File: src/rtl/color_sensor_emulator_if.sv
`default_nettype none
// ============================================================================
// Module      : color_sensor_emulator_if
// Description : Pin-level bundle between a colour-sensing controller and the
//               emulated TCS3200-style light-to-frequency sensor.
//               master : controller side (drives s0..s3, oe_n, cfg_*)
//               slave  : sensor side (drives colorsignal, active)
// Signals     : s0,s1           frequency scaling (00 off, 01 2%, 10 20%, 11 100%)
//               s2,s3           filter select (00 red, 01 blue, 10 clear, 11 green)
//               oe_n            output enable, active-low
//               cfg_we          single-cycle half-period write strobe
//               cfg_sel         register index, encoded as {s2,s3}
//               cfg_half_period half-period value at 100% scale
//               colorsignal     square-wave output
//               active          high while the wave generator is running
// Revision    : 1.0 - initial release
// ============================================================================
interface color_sensor_emulator_if #(
    parameter int CNT_W = 20
);
    logic             s0;
    logic             s1;
    logic             s2;
    logic             s3;
    logic             oe_n;
    logic             cfg_we;
    logic [1:0]       cfg_sel;
    logic [CNT_W-1:0] cfg_half_period;
    logic             colorsignal;
    logic             active;

    modport master (
        output s0, s1, s2, s3, oe_n, cfg_we, cfg_sel, cfg_half_period,
        input  colorsignal, active
    );

    modport slave (
        input  s0, s1, s2, s3, oe_n, cfg_we, cfg_sel, cfg_half_period,
        output colorsignal, active
    );
endinterface
`default_nettype wire

File: src/rtl/color_sensor_emulator.sv
`default_nettype none
// ============================================================================
// Module      : color_sensor_emulator
// Description : Synthesizable stand-in for a TCS3200-style light-to-frequency
//               sensor. Produces a 50%-duty square wave whose half-period is
//               a per-filter programmable register multiplied by the scale
//               selected on s0/s1. Output is held low for SETTLE_CYCLES after
//               any pin change.
// Ports       : clock    100 MHz system clock, rising edge
//               reset_n  asynchronous active-low reset
//               bus      color_sensor_emulator_if.slave (pins, cfg, outputs)
// Revision    : 1.0 - initial release
// ============================================================================
module color_sensor_emulator #(
    parameter int CNT_W         = 20,
    parameter int SETTLE_CYCLES = 100
) (
    input  wire                       clock,
    input  wire                       reset_n,
    color_sensor_emulator_if.slave    bus
);

    localparam int c_HW = CNT_W + 6;  // wide enough for reg * 50
    localparam int c_SW = 16;         // settle counter covers 1..2^16-1

    localparam logic [CNT_W-1:0] c_DEF_RED   = CNT_W'(2500);
    localparam logic [CNT_W-1:0] c_DEF_BLUE  = CNT_W'(3000);
    localparam logic [CNT_W-1:0] c_DEF_CLEAR = CNT_W'(1000);
    localparam logic [CNT_W-1:0] c_DEF_GREEN = CNT_W'(3500);
    localparam logic [c_SW-1:0]  c_SETTLE_LAST = c_SW'(SETTLE_CYCLES - 1);

    typedef enum logic [1:0] {
        ST_OFF    = 2'd0,
        ST_SETTLE = 2'd1,
        ST_RUN    = 2'd2
    } state_t;

    state_t           r_state;
    logic [3:0]       r_sel_q;     // {s0,s1,s2,s3} sampled
    logic [3:0]       r_sel_prev;  // previous r_sel_q, for change detection
    logic [CNT_W-1:0] r_half [4];
    logic [c_SW-1:0]  r_settle_cnt;
    logic [c_HW-1:0]  r_phase;
    logic [c_HW-1:0]  r_h;         // half-period latched at entry / toggle
    logic             r_wave;
    logic             r_active;

    logic             w_change;
    logic [5:0]       w_scale;
    logic [c_HW-1:0]  w_h;

    assign w_change = (r_sel_q != r_sel_prev);

    always_comb begin
        w_scale = 6'd0;
        case (r_sel_q[3:2])
            2'b11:   w_scale = 6'd1;
            2'b10:   w_scale = 6'd5;
            2'b01:   w_scale = 6'd50;
            default: w_scale = 6'd0;
        endcase
    end

    assign w_h = c_HW'(r_half[r_sel_q[1:0]]) * c_HW'(w_scale);

    // oe_n masks only the output; the internal wave keeps its phase.
    assign bus.colorsignal = r_wave & ~bus.oe_n;
    assign bus.active      = r_active;

    // Half-period registers
    always_ff @(posedge clock or negedge reset_n) begin
        if (!reset_n) begin
            r_half[0] <= c_DEF_RED;
            r_half[1] <= c_DEF_BLUE;
            r_half[2] <= c_DEF_CLEAR;
            r_half[3] <= c_DEF_GREEN;
        end else if (bus.cfg_we) begin
            r_half[bus.cfg_sel] <= bus.cfg_half_period;
        end
    end

    // Pin sampling
    always_ff @(posedge clock or negedge reset_n) begin
        if (!reset_n) begin
            r_sel_q    <= 4'b0000;
            r_sel_prev <= 4'b0000;
        end else begin
            r_sel_q    <= {bus.s0, bus.s1, bus.s2, bus.s3};
            r_sel_prev <= r_sel_q;
        end
    end

    // Main FSM with registered outputs
    always_ff @(posedge clock or negedge reset_n) begin
        if (!reset_n) begin
            r_state      <= ST_OFF;
            r_settle_cnt <= '0;
            r_phase      <= '0;
            r_h          <= '0;
            r_wave       <= 1'b0;
            r_active     <= 1'b0;
        end else if (w_change) begin
            // Any change restarts settling, or powers down when scaling is 00.
            r_state      <= (r_sel_q[3:2] == 2'b00) ? ST_OFF : ST_SETTLE;
            r_settle_cnt <= '0;
            r_phase      <= '0;
            r_h          <= '0;
            r_wave       <= 1'b0;
            r_active     <= 1'b0;
        end else begin
            case (r_state)
                ST_OFF: begin
                    r_settle_cnt <= '0;
                    r_phase      <= '0;
                    r_h          <= '0;
                    r_wave       <= 1'b0;
                    r_active     <= 1'b0;
                end
                ST_SETTLE: begin
                    if (r_settle_cnt == c_SETTLE_LAST) begin
                        r_state      <= ST_RUN;
                        r_active     <= 1'b1;
                        r_settle_cnt <= '0;
                        r_phase      <= '0;
                        r_h          <= w_h;
                        r_wave       <= (w_h != '0);
                    end else begin
                        r_settle_cnt <= r_settle_cnt + c_SW'(1);
                    end
                end
                ST_RUN: begin
                    if (r_h == '0) begin
                        // Parked with a zero half-period: re-evaluate each cycle.
                        r_h     <= w_h;
                        r_phase <= '0;
                        r_wave  <= (w_h != '0);
                    end else if (r_phase == r_h - c_HW'(1)) begin
                        // Toggle and pick up any register write made meanwhile.
                        r_phase <= '0;
                        r_h     <= w_h;
                        r_wave  <= (w_h == '0) ? 1'b0 : ~r_wave;
                    end else begin
                        r_phase <= r_phase + c_HW'(1);
                    end
                end
                default: begin
                    r_state <= ST_OFF;
                end
            endcase
        end
    end

endmodule
`default_nettype wire

File: src/flat_wrapper.sv
// flat-port wrapper written by rule: the top's interface ports become plain ports
module color_sensor_emulator_flat 
#(
    parameter int CNT_W         = 20,
    parameter int SETTLE_CYCLES = 100
)
  (clock, reset_n, bus_s0, bus_s1, bus_s2, bus_s3, bus_oe_n, bus_cfg_we, bus_cfg_sel, bus_cfg_half_period, bus_colorsignal, bus_active);
  color_sensor_emulator_if #(.CNT_W(CNT_W)) bus_i ();
  input  wire clock;
  input  wire reset_n;
  input wire logic [$bits(bus_i.s0)-1:0] bus_s0;
  input wire logic [$bits(bus_i.s1)-1:0] bus_s1;
  input wire logic [$bits(bus_i.s2)-1:0] bus_s2;
  input wire logic [$bits(bus_i.s3)-1:0] bus_s3;
  input wire logic [$bits(bus_i.oe_n)-1:0] bus_oe_n;
  input wire logic [$bits(bus_i.cfg_we)-1:0] bus_cfg_we;
  input wire logic [$bits(bus_i.cfg_sel)-1:0] bus_cfg_sel;
  input wire logic [$bits(bus_i.cfg_half_period)-1:0] bus_cfg_half_period;
  output wire logic [$bits(bus_i.colorsignal)-1:0] bus_colorsignal;
  output wire logic [$bits(bus_i.active)-1:0] bus_active;
  assign bus_i.s0 = bus_s0;
  assign bus_i.s1 = bus_s1;
  assign bus_i.s2 = bus_s2;
  assign bus_i.s3 = bus_s3;
  assign bus_i.oe_n = bus_oe_n;
  assign bus_i.cfg_we = bus_cfg_we;
  assign bus_i.cfg_sel = bus_cfg_sel;
  assign bus_i.cfg_half_period = bus_cfg_half_period;
  assign bus_colorsignal = bus_i.colorsignal;
  assign bus_active = bus_i.active;
  color_sensor_emulator #(.CNT_W(CNT_W), .SETTLE_CYCLES(SETTLE_CYCLES)) u_core (.clock(clock), .reset_n(reset_n), .bus(bus_i));
endmodule
File: config.mk
export PLATFORM = sky130hd
export DESIGN_NAME = color_sensor_emulator_flat
export DESIGN_NICKNAME = d
export VERILOG_FILES = /design/src/rtl/color_sensor_emulator_if.sv /design/src/rtl/color_sensor_emulator.sv /design/src/flat_wrapper.sv
export SDC_FILE = /design/constraint.sdc
export NUM_CORES = 1
export LEC_CHECK = 0
export CAP_MARGIN = 10
export CORE_MARGIN = 1.5
export CORE_UTILIZATION = 25
export DETAILED_ROUTE_END_ITERATION = 16
export HOLD_SLACK_MARGIN = 0.06
export PLACE_DENSITY = 0.51
export SYNTH_ARGS = -nofsm -noshare
export SYNTH_HDL_FRONTEND = slang
export SYNTH_SLANG_ARGS = --single-unit
File: constraint.sdc
create_clock -name clock -period 11.7 [get_ports clock]
set_input_delay 1.755 -clock clock [delete_from_list [all_inputs] [get_ports clock]]
set_output_delay 1.755 -clock clock [all_outputs]
set_load 0.02 [all_outputs]
==> After elaboration in Yosys (flattened, before gate mapping) <==
Cells that the tools add are included.
{ "totals": {"register_bits": 160, "inputBits": 30, "output_inout_bits": 2, "word_cells": 81} }
{ "op_classes": {"add_sub_neg": 3, "n_mul": 1, "magnitude_cmp": 3, "n_eq_ne": 11, "n_mux": 33, "bitwise": 5, "reduce_logical": 13} }
{ "ops": {"columns": ["cell", "n"], "rows": [
  ["26-bit 2-to-1 mux", 8],
  ["26-bit case mux with 3 select lines", 2],
  ["80-bit bitwise mux", 1],
  ["20-bit 2-to-1 mux", 3],
  ["26-bit logical NOT", 2],
  ["20-bit binary-select mux with 2-bit select", 1],
  ["20-bit demux with 2-bit select", 1],
  ["16-bit 2-to-1 mux", 2],
  ["16-bit case mux with 2 select lines", 1],
  ["26-bit by 1-bit adder with 26-bit output, second input constant", 1],
  ["26-bit == test", 1],
  ["20-bit by 6-bit multiplier with 26-bit output", 1],
  ["26-bit nonzero test", 1],
  ["26-bit by 1-bit subtractor with 26-bit output, second input constant", 1],
  ["6-bit case mux with 3 select lines", 1],
  ["16-bit by 1-bit adder with 16-bit output, second input constant", 1],
  ["16-bit by 7-bit == test with 1-bit output, second input constant", 1],
  ["1-bit 2-to-1 mux", 8],
  ["2-bit == test, second input constant", 3],
  ["3-bit greater-or-equal comparator, second input constant", 2],
  ["2-bit NOT with 3-bit output", 2],
  ["2-bit AND reduction", 3],
  ["2-bit by 1-bit == test with 1-bit output, second input constant", 2],
  ["2-bit logical NOT", 2],
  ["16 further kinds", 18]
]} }

==> Longest topological paths before layout <==
Gate-level depths: netlist (run 1).
{ "logic_depth": {"ltp_word": 11, "mapped_depth": 21, "ltp_nobuf": 18} }

==> Worst setup path before layout (run 1) <==
OpenSTA, ideal clock, no wires.
{ "synth_path": {"kind": "reg2reg", "from": "reg u_core.r_sel_q[0]", "to": "reg u_core.r_wave", "setup_time_ps": 135, "arrival_ps": 6083, "required_ps": 11565, "slack_ps": 5483, "path_stages_with_launch": 20, "n_path_buf": 2, "period_less_slack_ps": 6217, "path_cell_list": "dfrtp_1 -> buf_1 -> buf_1 -> mux4_2 -> and2_1 -> fa_1 -> fa_1 -> inv_1 -> fa_1 -> inv_1 -> ha_1 -> a21oi_1 -> nand2_1 -> a221oi_1 -> nand4_1 -> a21o_1 -> a2111oi_0 -> nand4_1 -> o41ai_1 -> o31ai_1"} }
{ "synth_via": {"elab_chain_len": 11, "word_cells_on_any_way": 18, "cone_classes": "1 x mul; 3 x eq/ne; 9 x mux; 1 x bitwise; 4 x reduce/logical"} }
{ "synth_rtl": {"columns": ["element", "line_no", "source"], "rows": [
  ["from (decl)", "color_sensor_emulator.sv:39", "logic [3:0] r_sel_q;"],
  ["from (signal assigned)", "color_sensor_emulator.sv:88", "r_sel_q <= {bus.s0, bus.s1, bus.s2, bus.s3};"],
  ["2-bit NOT with 3-bit output (not written as such)", "color_sensor_emulator.sv:64", "assign w_h = c_HW'(r_half[r_sel_q[1:0]]) * c_HW'(w_scale);"],
  ["20-bit binary-select mux with 2-bit select", "color_sensor_emulator.sv:64", null],
  ["20-bit 2-to-1 mux (not written as such) (2 in a row)", "color_sensor_emulator.sv:64", null],
  ["20-bit by 6-bit multiplier with 26-bit output", "color_sensor_emulator.sv:64", null],
  ["26-bit logical NOT", "color_sensor_emulator.sv:141", "r_wave <= (w_h == '0) ? 1'b0 : ~r_wave;"],
  ["1-bit 2-to-1 mux", "color_sensor_emulator.sv:141", null],
  ["1-bit 2-to-1 mux", "color_sensor_emulator.sv:137", "end else if (r_phase == r_h - c_HW'(1)) begin"],
  ["1-bit 2-to-1 mux", "color_sensor_emulator.sv:132", "if (r_h == '0) begin"],
  ["1-bit case mux with 3 select lines", "color_sensor_emulator.sv:111", "case (r_state)"],
  ["1-bit 2-to-1 mux", "color_sensor_emulator.sv:102", "end else if (w_change) begin"],
  ["to (signal assigned)", "color_sensor_emulator.sv:126", "r_wave <= (w_h != '0);"],
  ["to (signal assigned)", "color_sensor_emulator.sv:136", "r_wave <= (w_h != '0);"],
  ["to (signal assigned)", "color_sensor_emulator.sv:141", null],
  ["to (decl)", "color_sensor_emulator.sv:45", "logic r_wave;"]
]} }
Parallel ways exist; a longest one is shown, timed or not. The select of a mux whose other input is x is not followed.
A chain may end at the register's enable or synchronous reset.

==> Final worst setup path (run 1) <==
{ "layout_path": {"from": "reg u_core.r_sel_q[3]", "to": "reg u_core.r_wave"} }
{ "layout_via": {"elab_chain_len": 9, "word_cells_on_any_way": 18, "cone_classes": "1 x mul; 6 x eq/ne; 7 x mux; 4 x reduce/logical"} }
{ "layout_rtl": {"columns": ["element", "line_no", "source"], "rows": [
  ["2-bit by 1-bit == test with 1-bit output / 2-bit == test (equally long branches)", "color_sensor_emulator.sv:56", "case (r_sel_q[3:2])"],
  ["6-bit case mux with 3 select lines", "color_sensor_emulator.sv:56", null],
  ["20-bit by 6-bit multiplier with 26-bit output", "color_sensor_emulator.sv:64", null],
  ["26-bit logical NOT", "color_sensor_emulator.sv:141", null],
  ["1-bit 2-to-1 mux", "color_sensor_emulator.sv:141", null],
  ["1-bit 2-to-1 mux", "color_sensor_emulator.sv:137", null],
  ["1-bit 2-to-1 mux", "color_sensor_emulator.sv:132", null],
  ["1-bit case mux with 3 select lines", "color_sensor_emulator.sv:111", null],
  ["1-bit 2-to-1 mux", "color_sensor_emulator.sv:102", null]
]} }
Parallel ways exist; a longest one is shown, timed or not. The select of a mux whose other input is x is not followed.

==> results of run 1 <==
-- worst register-to-register path, delay by kind of cell, from the launching register on --
family / cells / cell delay, ns
simple gates: 4 / 1.84
flops: 1 / 0.78
compound gates: 7 / 2.12
buf+inv: 2 / 0.09
fa+ha+maj: 4 / 1.65
-- cells in the mapped netlist, types with 8 or more instances --
master and number:
dfrtp_1 135, inv_1 110, mux2_2 81, nor2_1 72
ha_1 61, nand2_1 59, o21ai_0 57, xor2_1 48
and2_1 43, clkbuf_1 43, fa_1 42, nand3_1 39
xnor2_1 30, a21oi_1 26, dfstp_2 25, nand4_1 23
and3_1 20, mux4_2 20, nor3_1 20, o31ai_1 18
nor2b_1 15, o41ai_1 14, o21ai_1 13, o41ai_2 10
a31oi_1 8
-- per-stage QoR --
stage,total power [mW],hold WS (ns)
floorplan,1.23,0.416
global placement,1.40,0.469
detailed placement,1.41,0.478
CTS,1.99,0.490
global route,2.13,0.515
finish,1.97,0.483
-- logic make-up after synthesis --
| group | after synthesis | synth area share (%) |
|---|---|---|
| simple gates | 345 | 16.0 |
| compound gates | 195 | 11.7 |
| buf+inv | 166 | 5.64 |
| flops | 160 | 34.6 |
| mux | 110 | 12.5 |
| fa+ha+maj | 103 | 13.8 |
| xor+xnor | 78 | 5.86 |
-- registers in the layout (all words and copies together) (netlist names) --
name,flops
u_core.r_half,80
u_core.r_h,26
u_core.r_phase,26
u_core.r_settle_cnt,16
u_core.r_sel_prev,4
u_core.r_sel_q,4
u_core.r_state,2
u_core.bus.active,1
u_core.r_wave,1
-- power by group through the flow --
stage	registers, mW	logic (mW)	clock network, mW
2_1_floorplan	0.655	0.577	0
3_3_place_gp	0.668	0.736	0
3_5_place_dp	0.670	0.743	0
4_1_cts	0.660	0.748	0.583
5_1_grt	0.668	0.850	0.608
6_report	0.660	0.741	0.565
-- how the worst max path moves through the flow --
stage	to	slack, ns	depth (start not counted)
2_1_floorplan	u_core.r_wave	5.48	19
3_3_place_gp	u_core.r_wave	5.34	17
3_5_place_dp	u_core.r_wave	5.11	17
4_1_cts	u_core.r_wave	5.05	17
5_1_grt	u_core.r_wave	4.59	17
6_report	u_core.r_wave	5.08	17
-- layout by cell type (no fill, tap or decap), drive strengths merged, types with 4 or more instances in the layout --
cell type,Yosys,final
a2111oi,5,5
a211oi,6,6
a21o,6,6
a21oi,26,26
a31oi,8,8
and2,43,43
and3,20,20
and4,6,6
buf,13,13
clkbuf,43,17
clkdlybuf4s50,0,30
dfrtp,135,135
dfstp,25,25
fa,42,42
ha,61,61
inv,110,119
mux2,86,86
mux2i,4,4
mux4,20,20
nand2,59,59
nand2b,5,5
nand3,40,40
nand4,23,23
nor2,73,73
nor2b,15,15
nor3,20,20
nor3b,4,4
nor4,8,8
nor4b,5,5
o211ai,6,6
o21ai,70,70
o31ai,18,18
o41ai,24,24
or2,4,4
or3,4,4
or4,5,5
xnor2,30,30
xor2,48,48
-- layer usage --
metal	vias up	routed length, um
li1	4097	-
met1	4109	12900
met2	95	11900
met4	0	403
met3	26	655
met5	-	0
-- area by class of cell --
class	instances	share of cell area, %
Clock buffer	17	3.22
Clock inverter	15	1.26
Inverter	110	3.13
Multi-Input combinational cell	831	53.1
Sequential cell	160	30.6
Tap cell	600	5.69
Timing Repair Buffer	43	3.04
==> flow_summary_export.csv, run 1 <==
group,metric,value,unit
run_status,status,"finished clean",
timing,rsz0062_at_grt,"no",
setup_path,path_class,"flop to flop",
timing,worst_slew_pin_slew,1.20,ns
timing,max_freq,151,MHz
cts,clkSlewWorstSetupHoldPaths,0.08,ns
yosys,ys_seq_area_share,34.6,%
setup_path,crit_path_end_kind,"flop",
cts,clockRootBuffer,"clkbuf_16",
power_and_ir_drop,swShare,36.6,%
setup_path,path_buf_inv,2,
cts,clock_sinks,160,
layout,nets,1296,
cts,cts-hold-fix-buffers,0,
cts,cts_setup_buffers,0,
global_routing,antenna_found_initial,1,
layout,multi_input_area,7010,um2
yosys,synth_fp_nets,1290,
cts,cts_tree,"yes",
drt,viasPerCell,4.69,
power_and_ir_drop,pwr-share-comb,37.7,%
setup_path,slowest_stage,"nor2b_1",
power_and_ir_drop,pwr-share-clk,28.7,%
cts,cts_buffers,17,
setup_path,r2r-start,"u_core.r_sel_q[3]",
cts,clk_latency,0.46,ns
setup_path,worstSetupStartpointType,"flop",
setup_path,r2r_end,"u_core.r_wave",
die,die-area,48000,um2
power_and_ir_drop,peakVddDrop,0.116,mV
yosys,netlist_top_cells_area,"dfrtp_1 29%, mux2_2 7.8%, fa_1 7.2%",
die,core-area,45700,um2
timing,setup_viol,0,
setup_path,rrSetupSlack,5.08,ns
drt,dr_total_vias,8327,
global_routing,met3_usage,2.22,%
timing,setup_tns,0,ns
die,initial_utilization,25.5,%
cts,cts_resized,0,
setup_path,r2r_cells,17,
yosys,ys_seq_elements,160,
setup_path,slowest_delay,1.02,ns
layout,diodes,0,
global_routing,met1_usage,15.7,%
cts,clk_path_buf_depth,2,
layout,fill_cells,4791,
drt,drt_wl_total,25900,um
power_and_ir_drop,switching_power,0.719,mW
layout,stdcell_count,1776,
die,die_h,219,um
power_and_ir_drop,p_seq_share,33.6,%
die,die_w,219,um
place,hpwl,19000,um
worst_hold_path,hold_depth,1,
place,placed_cell_area,12600,um2
yosys,synth.largest_area_cell,"dfrtp_1",
drt,drt-pass1-iter-count,7,
setup_path,path_cells,"nor2b_1 -> a22o_1 -> ha_1 -> fa_1 -> inv_1 -> fa_1 -> inv_1 -> ha_1 -> nor3b_1 -> a311o_1 -> or3b_2 -> a2111oi_0 -> o2111ai_1 -> a2111oi_0 -> nand4_1 -> o41ai_1 -> o31ai_1",
timing,relSlewSlack,19.8,%
timing,timing.final.ws_setup,5.08,ns
timing,slew_viol_final,0,
place,place_congestion,0.802,
power_and_ir_drop,p_leak,5.78,nW
worst_hold_path,holdCritStartpoint,"u_core.r_settle_cnt[15]",
setup_path,startpoint,"u_core.r_sel_q[3]",
yosys,avgSynthCellArea,10.1,um2
setup_path,critical_path_arrival,6.93,ns
place,port_buffers,31,
worst_hold_path,worstHoldEndpoint,"u_core.r_settle_cnt[15]",
global_routing,grt_max_degree,84,
global_routing,busiest_layer,"met2",
global_routing,met2_usage,18.2,%
layout,area_growth,13.2,%
timing,fin_crit,6.62,ns
layout,finalInstanceArea,13200,um2
place,dpl_worst_slack,5.11,ns
drt,drtIter0Drc,569,
yosys,syn-cell-area,11700,um2
cts,h-tree-depth,4,
layout,regArea,4040,um2
yosys,yosysTopAreaCellShare,29.0,%
drt,post-route-drc-count,0,
yosys,synth_edf_count,0,
timing,post-route-period-util,56.6,%
yosys,synth.distinct_cells,69,
drt,antenna_left,0,
yosys,yosys_warnings,0,
setup_path,critPathTopFamily,"compound AO/OA/AOI/OAI gates",
power_and_ir_drop,internal_power,1.25,mW
global_routing,grt_use_total,11.4,%
die,io_pins,32,
yosys,async_flop_share,100,%
timing,hold_viol,0,
global_routing,grt_pass1_vias,8513,
layout,final_util,28.9,%
drt,wl_per_cell,14.6,um
yosys,synth_cells,1157,
setup_path,worst-path-max-fanout,26,
setup_path,required,12.01,ns
worst_hold_path,hold_path.class,"flop to flop",
global_routing,grt_pass1_wl,44400,um
yosys,ys.flop_type,"dfrtp_1",
place,placed_cells,1744,
flow_run,maxCapViolCount,0,
power_and_ir_drop,p_per_area,149,nW/um2
timing,skew,0.0175,ns
global_routing,gr-total-overflow,0,
layout,drive_above_1_share,16.8,%
die,rows,78,
Power figures use the tool's default switching activity.
==> inputs of run 2 (changes only) <==
PLACE_DENSITY = 0.52   (was 0.51)
clock period = 5.54 ns   (was 11.7 ns; I/O delays follow)
==> run 2 against run 1 <==
Against the previous run: first-iteration DRC count is 32% lower; global-route usage is 0.055 points lower; non-clock buffer count is 68 higher; cell count is 3.8% higher; utilization is 1.6 points higher; register-to-register slack worse by 4.9 ns; combinational power grew to 2.6 times the previous value; maximum frequency is 25% higher; clock skew is 0.0090 ns lower; setup slack worse by 4.9 ns; sequential share of layout area is 1.6 points lower; total power is 130% higher; largest cell class unchanged.
==> flow_summary_export.csv, run 2 (same netlist as run 1, synthesis figures left out) <==
group,metric,value,unit
run_status,status,"finished clean",
layout,fill_cells,4745,
cts,clockRootBuffer,"clkbuf_16",
drt,wl_per_cell,14.1,um
cts,cts_tree,"yes",
place,port_buffers,31,
drt,post-route-drc-count,0,
layout,area_growth,19.4,%
layout,top_regs,"u_core.r_half: 80 flops, u_core.r_h: 26 flops, u_core.r_phase: 26 flops",
global_routing,antenna_found_initial,1,
setup_path,required,5.84,ns
place,hpwl,19700,um
worst_hold_path,hold_path.class,"input port to async pin",
drt,antenna_left,0,
cts,h-tree-depth,4,
die,die-area,48000,um2
timing,slew_viol_final,0,
timing,rsz0062_at_grt,"yes",
timing,post-route-period-util,95.9,%
global_routing,grt_pass1_wl,44400,um
layout,finalInstanceArea,13900,um2
die,rows,78,
layout,nets,1364,
power_and_ir_drop,p_leak,6.16,nW
timing,setup_viol,0,
setup_path,r2r_end,"u_core.r_wave",
cts,cts-hold-fix-buffers,0,
setup_path,critical_path_arrival,5.62,ns
layout,largest_reg_flops,80,
die,core-area,45700,um2
setup_path,startpoint,"u_core.r_sel_q[0]",
timing,timing.final.ws_setup,0.226,ns
cts,clock_sinks,160,
layout,top_register,"u_core.r_half",
die,initial_utilization,25.5,%
setup_path,r2r-start,"u_core.r_sel_q[0]",
layout,layout_common_cells,"135 x dfrtp_1, 110 x inv_1, 81 x mux2_2",
setup_path,path_class,"flop to flop",
drt,dr_total_vias,8587,
die,die_w,219,um
timing,relSlewSlack,38.0,%
cts,clk_path_buf_depth,2,
setup_path,rrSetupSlack,0.23,ns
power_and_ir_drop,finalPower,4.51,mW
layout,layout_commonest_cell,"dfrtp_1",
global_routing,grt_use_total,11.4,%
power_and_ir_drop,p_per_area,324,nW/um2
setup_path,worst-path-max-fanout,10,
drt,drtIter0Drc,389,
flow_run,maxCapViolCount,0,
drt,viasPerCell,4.66,
drt,drt_wl_total,26000,um
cts,clkSlewWorstSetupHoldPaths,0.07,ns
global_routing,grt_pass1_vias,8715,
cts,cts_buffers,17,
timing,hold_viol,0,
timing,fin_crit,5.31,ns
place,place_congestion,0.840,
timing,whs,0.245,ns
timing,max_freq,188,MHz
cts,clk_latency,0.44,ns
layout,drive_above_1_share,22.8,%
drt,drt-pass1-iter-count,5,
timing,skew,0.00847,ns
global_routing,gr-total-overflow,0,
setup_path,r2r_cells,23,
global_routing,grt_max_degree,75,
timing,worst_slew_pin_slew,0.921,ns
setup_path,crit_path_end_kind,"flop",
power_and_ir_drop,peakVddDrop,0.230,mV
die,die_h,219,um
place,placed_cell_area,13100,um2
layout,diodes,0,
die,io_pins,32,
setup_path,worstSetupStartpointType,"flop",
place,dpl_worst_slack,-0.0656,ns
==> run 2: how the worst max path moves through the flow <==
| stage | slack (ns) | cells after the start | to |
|---|---|---|---|
| final | 0.23 | 23 | u_core.r_wave |
| after detailed placement | -0.07 | 18 | u_core.r_wave |
| after floorplan | 0.06 | 19 | u_core.r_wave |
| after global placement | -0.02 | 18 | u_core.r_wave |
| after CTS | 0.005 | 20 | u_core.r_wave |
| after global routing | -0.06 | 22 | u_core.r_wave |
==> run 2: area by class of cell <==
class / instances / area [um2] / share of cell area (%)
clock buffer: 18 / 439 / 3.16
clock inverter: 14 / 181 / 1.30
inverter: 110 / 413 / 2.97
multi-input combinational: 831 / 7150 / 51.3
sequential: 160 / 4040 / 29.0
tap: 600 / 751 / 5.39
timing repair buffer: 111 / 953 / 6.85
==> run 2: worst max-delay path, cell delays in order, from the launching register on <==
cell,delay (ns)
dfrtp_1,0.39
buf_12,0.16
buf_4,0.13
mux4_2,0.53
nand2_1,0.13
nand2_1,0.07
ha_1,0.29
inv_1,0.07
fa_1,0.44
fa_1,0.54
inv_1,0.04
ha_1,0.30
buf_4,0.15
o21ai_0,0.19
a21oi_2,0.10
o2111ai_2,0.23
nand3_1,0.16
a211oi_2,0.24
buf_4,0.16
o21ai_0,0.08
xor2_1,0.21
buf_4,0.16
o41ai_2,0.32
o31ai_1,0.09
==> run 2: power by group <==
part / internal, mW / total (mW) / switching (mW)
Clock: 0.727 / 1.24 / 0.509
Sequential: 1.32 / 1.39 / 0.0734
Combinational: 0.892 / 1.89 / 0.995
Total: 2.94 / 4.51 / 1.58
==> run 2: per-layer routing <==
metal / GRT usage [%] / up-vias / routed length [um]
li1: - / 4237 / -
met1: 15.1 / 4218 / 12600
met2: 18.8 / 102 / 12300
met3: 1.87 / 30 / 596
met4: 3.79 / 0 / 477
met5: 0 / - / 0
==> run 2: through the flow <==
step / TNS [ns] / utilization [%] / std cells
floorplan: 0 / - / 1157
global placement: -0.0205 / 28.8 / 1811
detailed placement: -0.0656 / 28.8 / 1811
CTS: 0 / 30.2 / 1843
global route: -0.0797 / 30.5 / 1844
finish: 0 / 30.5 / 1844
==> run 2: timing repair <==
item,CTS,global route
resized for setup,3,25
pin swaps,0,7
endpoints found under the setup margin,1,4
buffers inserted,0,1
==> inputs of run 3 (changes only) <==
SETUP_SLACK_MARGIN = 0.05   (was unset)
==> run 3 against run 2 <==
Against the previous run: maximum frequency about the same; critical endpoint unchanged; largest cell class unchanged; die area unchanged; clock skew barely moved; largest power group unchanged; total power rose by 2.5%.
==> flow_summary_export.csv, run 3 (same netlist as run 1, synthesis figures left out) <==
group,metric,value,unit
place,port_buffers,31,
layout,layout_commonest_cell,"dfrtp_1",
setup_path,worstSetupStartpointType,"flop",
cts,clock_sinks,160,
setup_path,critPathTopFamily,"adder cells",
die,rows,78,
setup_path,worst-path-max-fanout,5,
timing,hold_viol,0,
setup_path,r2r_cells,21,
timing,skew,0.00868,ns
drt,wl_per_cell,14.2,um
cts,clk_latency,0.44,ns
setup_path,path_cells,"clkbuf_16 -> mux4_2 -> and2_1 -> fa_1 -> fa_1 -> inv_1 -> fa_1 -> inv_1 -> ha_2 -> nand3_1 -> buf_4 -> nor2_2 -> o2111ai_2 -> nand3_1 -> a211oi_2 -> buf_4 -> o21ai_0 -> xor2_1 -> buf_4 -> o41ai_2 -> o31ai_1",
cts,clkSlewWorstSetupHoldPaths,0.07,ns
power_and_ir_drop,switching_power,1.62,mW
flow_run,maxCapViolCount,0,
drt,viasPerCell,4.66,
setup_path,path_class,"flop to flop",
cts,cts_buffers,17,
global_routing,antenna_found_initial,1,
power_and_ir_drop,p_seq_share,30.1,%
setup_path,slowest_delay,0.54,ns
die,die-area,48000,um2
drt,drt_wl_total,26200,um
setup_path,critical_path_arrival,5.61,ns
layout,area_growth,20.8,%
timing,slew_viol_final,0,
power_and_ir_drop,peakVddDrop,0.230,mV
power_and_ir_drop,pwr-share-comb,43.2,%
timing,post-route-period-util,95.8,%
drt,drt-pass1-iter-count,4,
global_routing,grt_use_total,11.4,%
place,place_congestion,0.840,
timing,worst_slew_pin_slew,0.929,ns
drt,post-route-drc-count,0,
layout,nets,1369,
layout,diodes,0,
power_and_ir_drop,swShare,35.0,%
timing,relSlewSlack,37.5,%
layout,final_util,30.8,%
timing,max_freq,188,MHz
global_routing,grt_pass1_wl,44400,um
setup_path,path_buf_inv,6,
timing,setup_viol,0,
setup_path,startpoint,"u_core.r_sel_q[0]",
timing,fin_crit,5.31,ns
die,die_w,219,um
setup_path,r2r_end,"u_core.r_wave",
layout,finalInstanceArea,14100,um2
place,placed_cell_area,13100,um2
setup_path,required,5.84,ns
layout,top_register,"u_core.r_half",
layout,top_regs,"u_core.r_half: 80 flops, u_core.r_h: 26 flops, u_core.r_phase: 26 flops",
power_and_ir_drop,p_leak,6.20,nW
die,initial_utilization,25.5,%
power_and_ir_drop,p_per_area,329,nW/um2
power_and_ir_drop,pwr-share-clk,26.7,%
layout,layout_common_cells,"134 x dfrtp_1, 110 x inv_1, 81 x mux2_2",
timing,whs,0.248,ns
die,die_h,219,um
layout,largest_reg_flops,80,
cts,cts-hold-fix-buffers,0,
setup_path,crit_path_end_kind,"flop",
worst_hold_path,hold_path.class,"input port to async pin",
cts,h-tree-depth,4,
cts,cts_tree,"yes",
die,io_pins,32,
setup_path,slowest_stage,"mux4_2",
global_routing,gr-total-overflow,0,
layout,drive_above_1_share,24.4,%
setup_path,rrSetupSlack,0.23,ns
run_status,status,"finished clean",
power_and_ir_drop,internal_power,3.01,mW
global_routing,grt_max_degree,75,
place,hpwl,19700,um
timing,rsz0062_at_grt,"yes",
die,core-area,45700,um2
setup_path,endpoint,"u_core.r_wave",
global_routing,grt_pass1_vias,8720,
drt,antenna_left,0,
setup_path,r2r-start,"u_core.r_sel_q[0]",
drt,drtIter0Drc,356,
drt,dr_total_vias,8611,
cts,clk_path_buf_depth,2,
setup_path,crit_cells,21,
cts,clockRootBuffer,"clkbuf_16",
## run 3: cell count changes in the layout (fill, tap and decap cells not counted), sizes merged
cell / before / now
buf: 81 / 85
clkbuf: 18 / 19
## run 3: cell type report
cell class / instances / area [um2]
Tap cell: 600 / 751
Multi-Input combinational cell: 831 / 7250
Timing Repair Buffer: 116 / 1010
Sequential cell: 160 / 4040
Clock buffer: 18 / 439
Inverter: 110 / 413
Fill cell: 4733 / 31600
Clock inverter: 14 / 181
## run 3: power groups by stage
stage | Clock [mW] | Combinational, mW | Sequential [mW]
6_report | 1.24 | 2.00 | 1.39
5_1_grt | 1.32 | 2.24 | 1.41
4_1_cts | 1.27 | 1.84 | 1.39
3_5_place_dp | 0 | 1.82 | 1.41
3_3_place_gp | 0 | 1.80 | 1.41
2_1_floorplan | 0 | 1.22 | 1.38
## run 3: metal layers
metal	part of all wire [%]	wire [um]	vias up	global-route usage, %
met4	1.9	496	0	3.70
met5	0	0	-	0
li1	-	-	4250	-
met2	47	12400	102	18.9
met1	48	12700	4227	15.1
met3	2.2	588	32	1.87
## run 3: through the flow
step	setup WS (ns)	TNS, ns	std cells	power, mW
after floorplan	0.0631	0	1157	2.61
after global placement	-0.0205	-0.0205	1811	3.21
after detailed placement	-0.0656	-0.0656	1811	3.23
after CTS	0.0782	0	1843	4.51
after global routing	-0.0221	-0.0221	1849	4.97
final	0.230	0	1849	4.63
## run 3: repair_timing
action,in CTS,in global routing
pin swaps,0,15
gates cloned,0,1
setup endpoints to repair,1,4
gates resized for setup,6,43
setup buffers,0,5
endpoints found under the hold margin,0,0
## run 3: worst min path at each step
stage	from	end	slack [ns]
after global routing	reset_n	u_core.r_half[20]	0.25
after detailed placement	u_core.r_settle_cnt[15]	u_core.r_settle_cnt[15]	0.48
final	reset_n	u_core.r_half[20]	0.25
after CTS	reset_n	u_core.r_half[20]	0.23
after floorplan	u_core.r_sel_q[1]	u_core.r_sel_prev[1]	0.42
after global placement	u_core.r_settle_cnt[15]	u_core.r_settle_cnt[15]	0.47
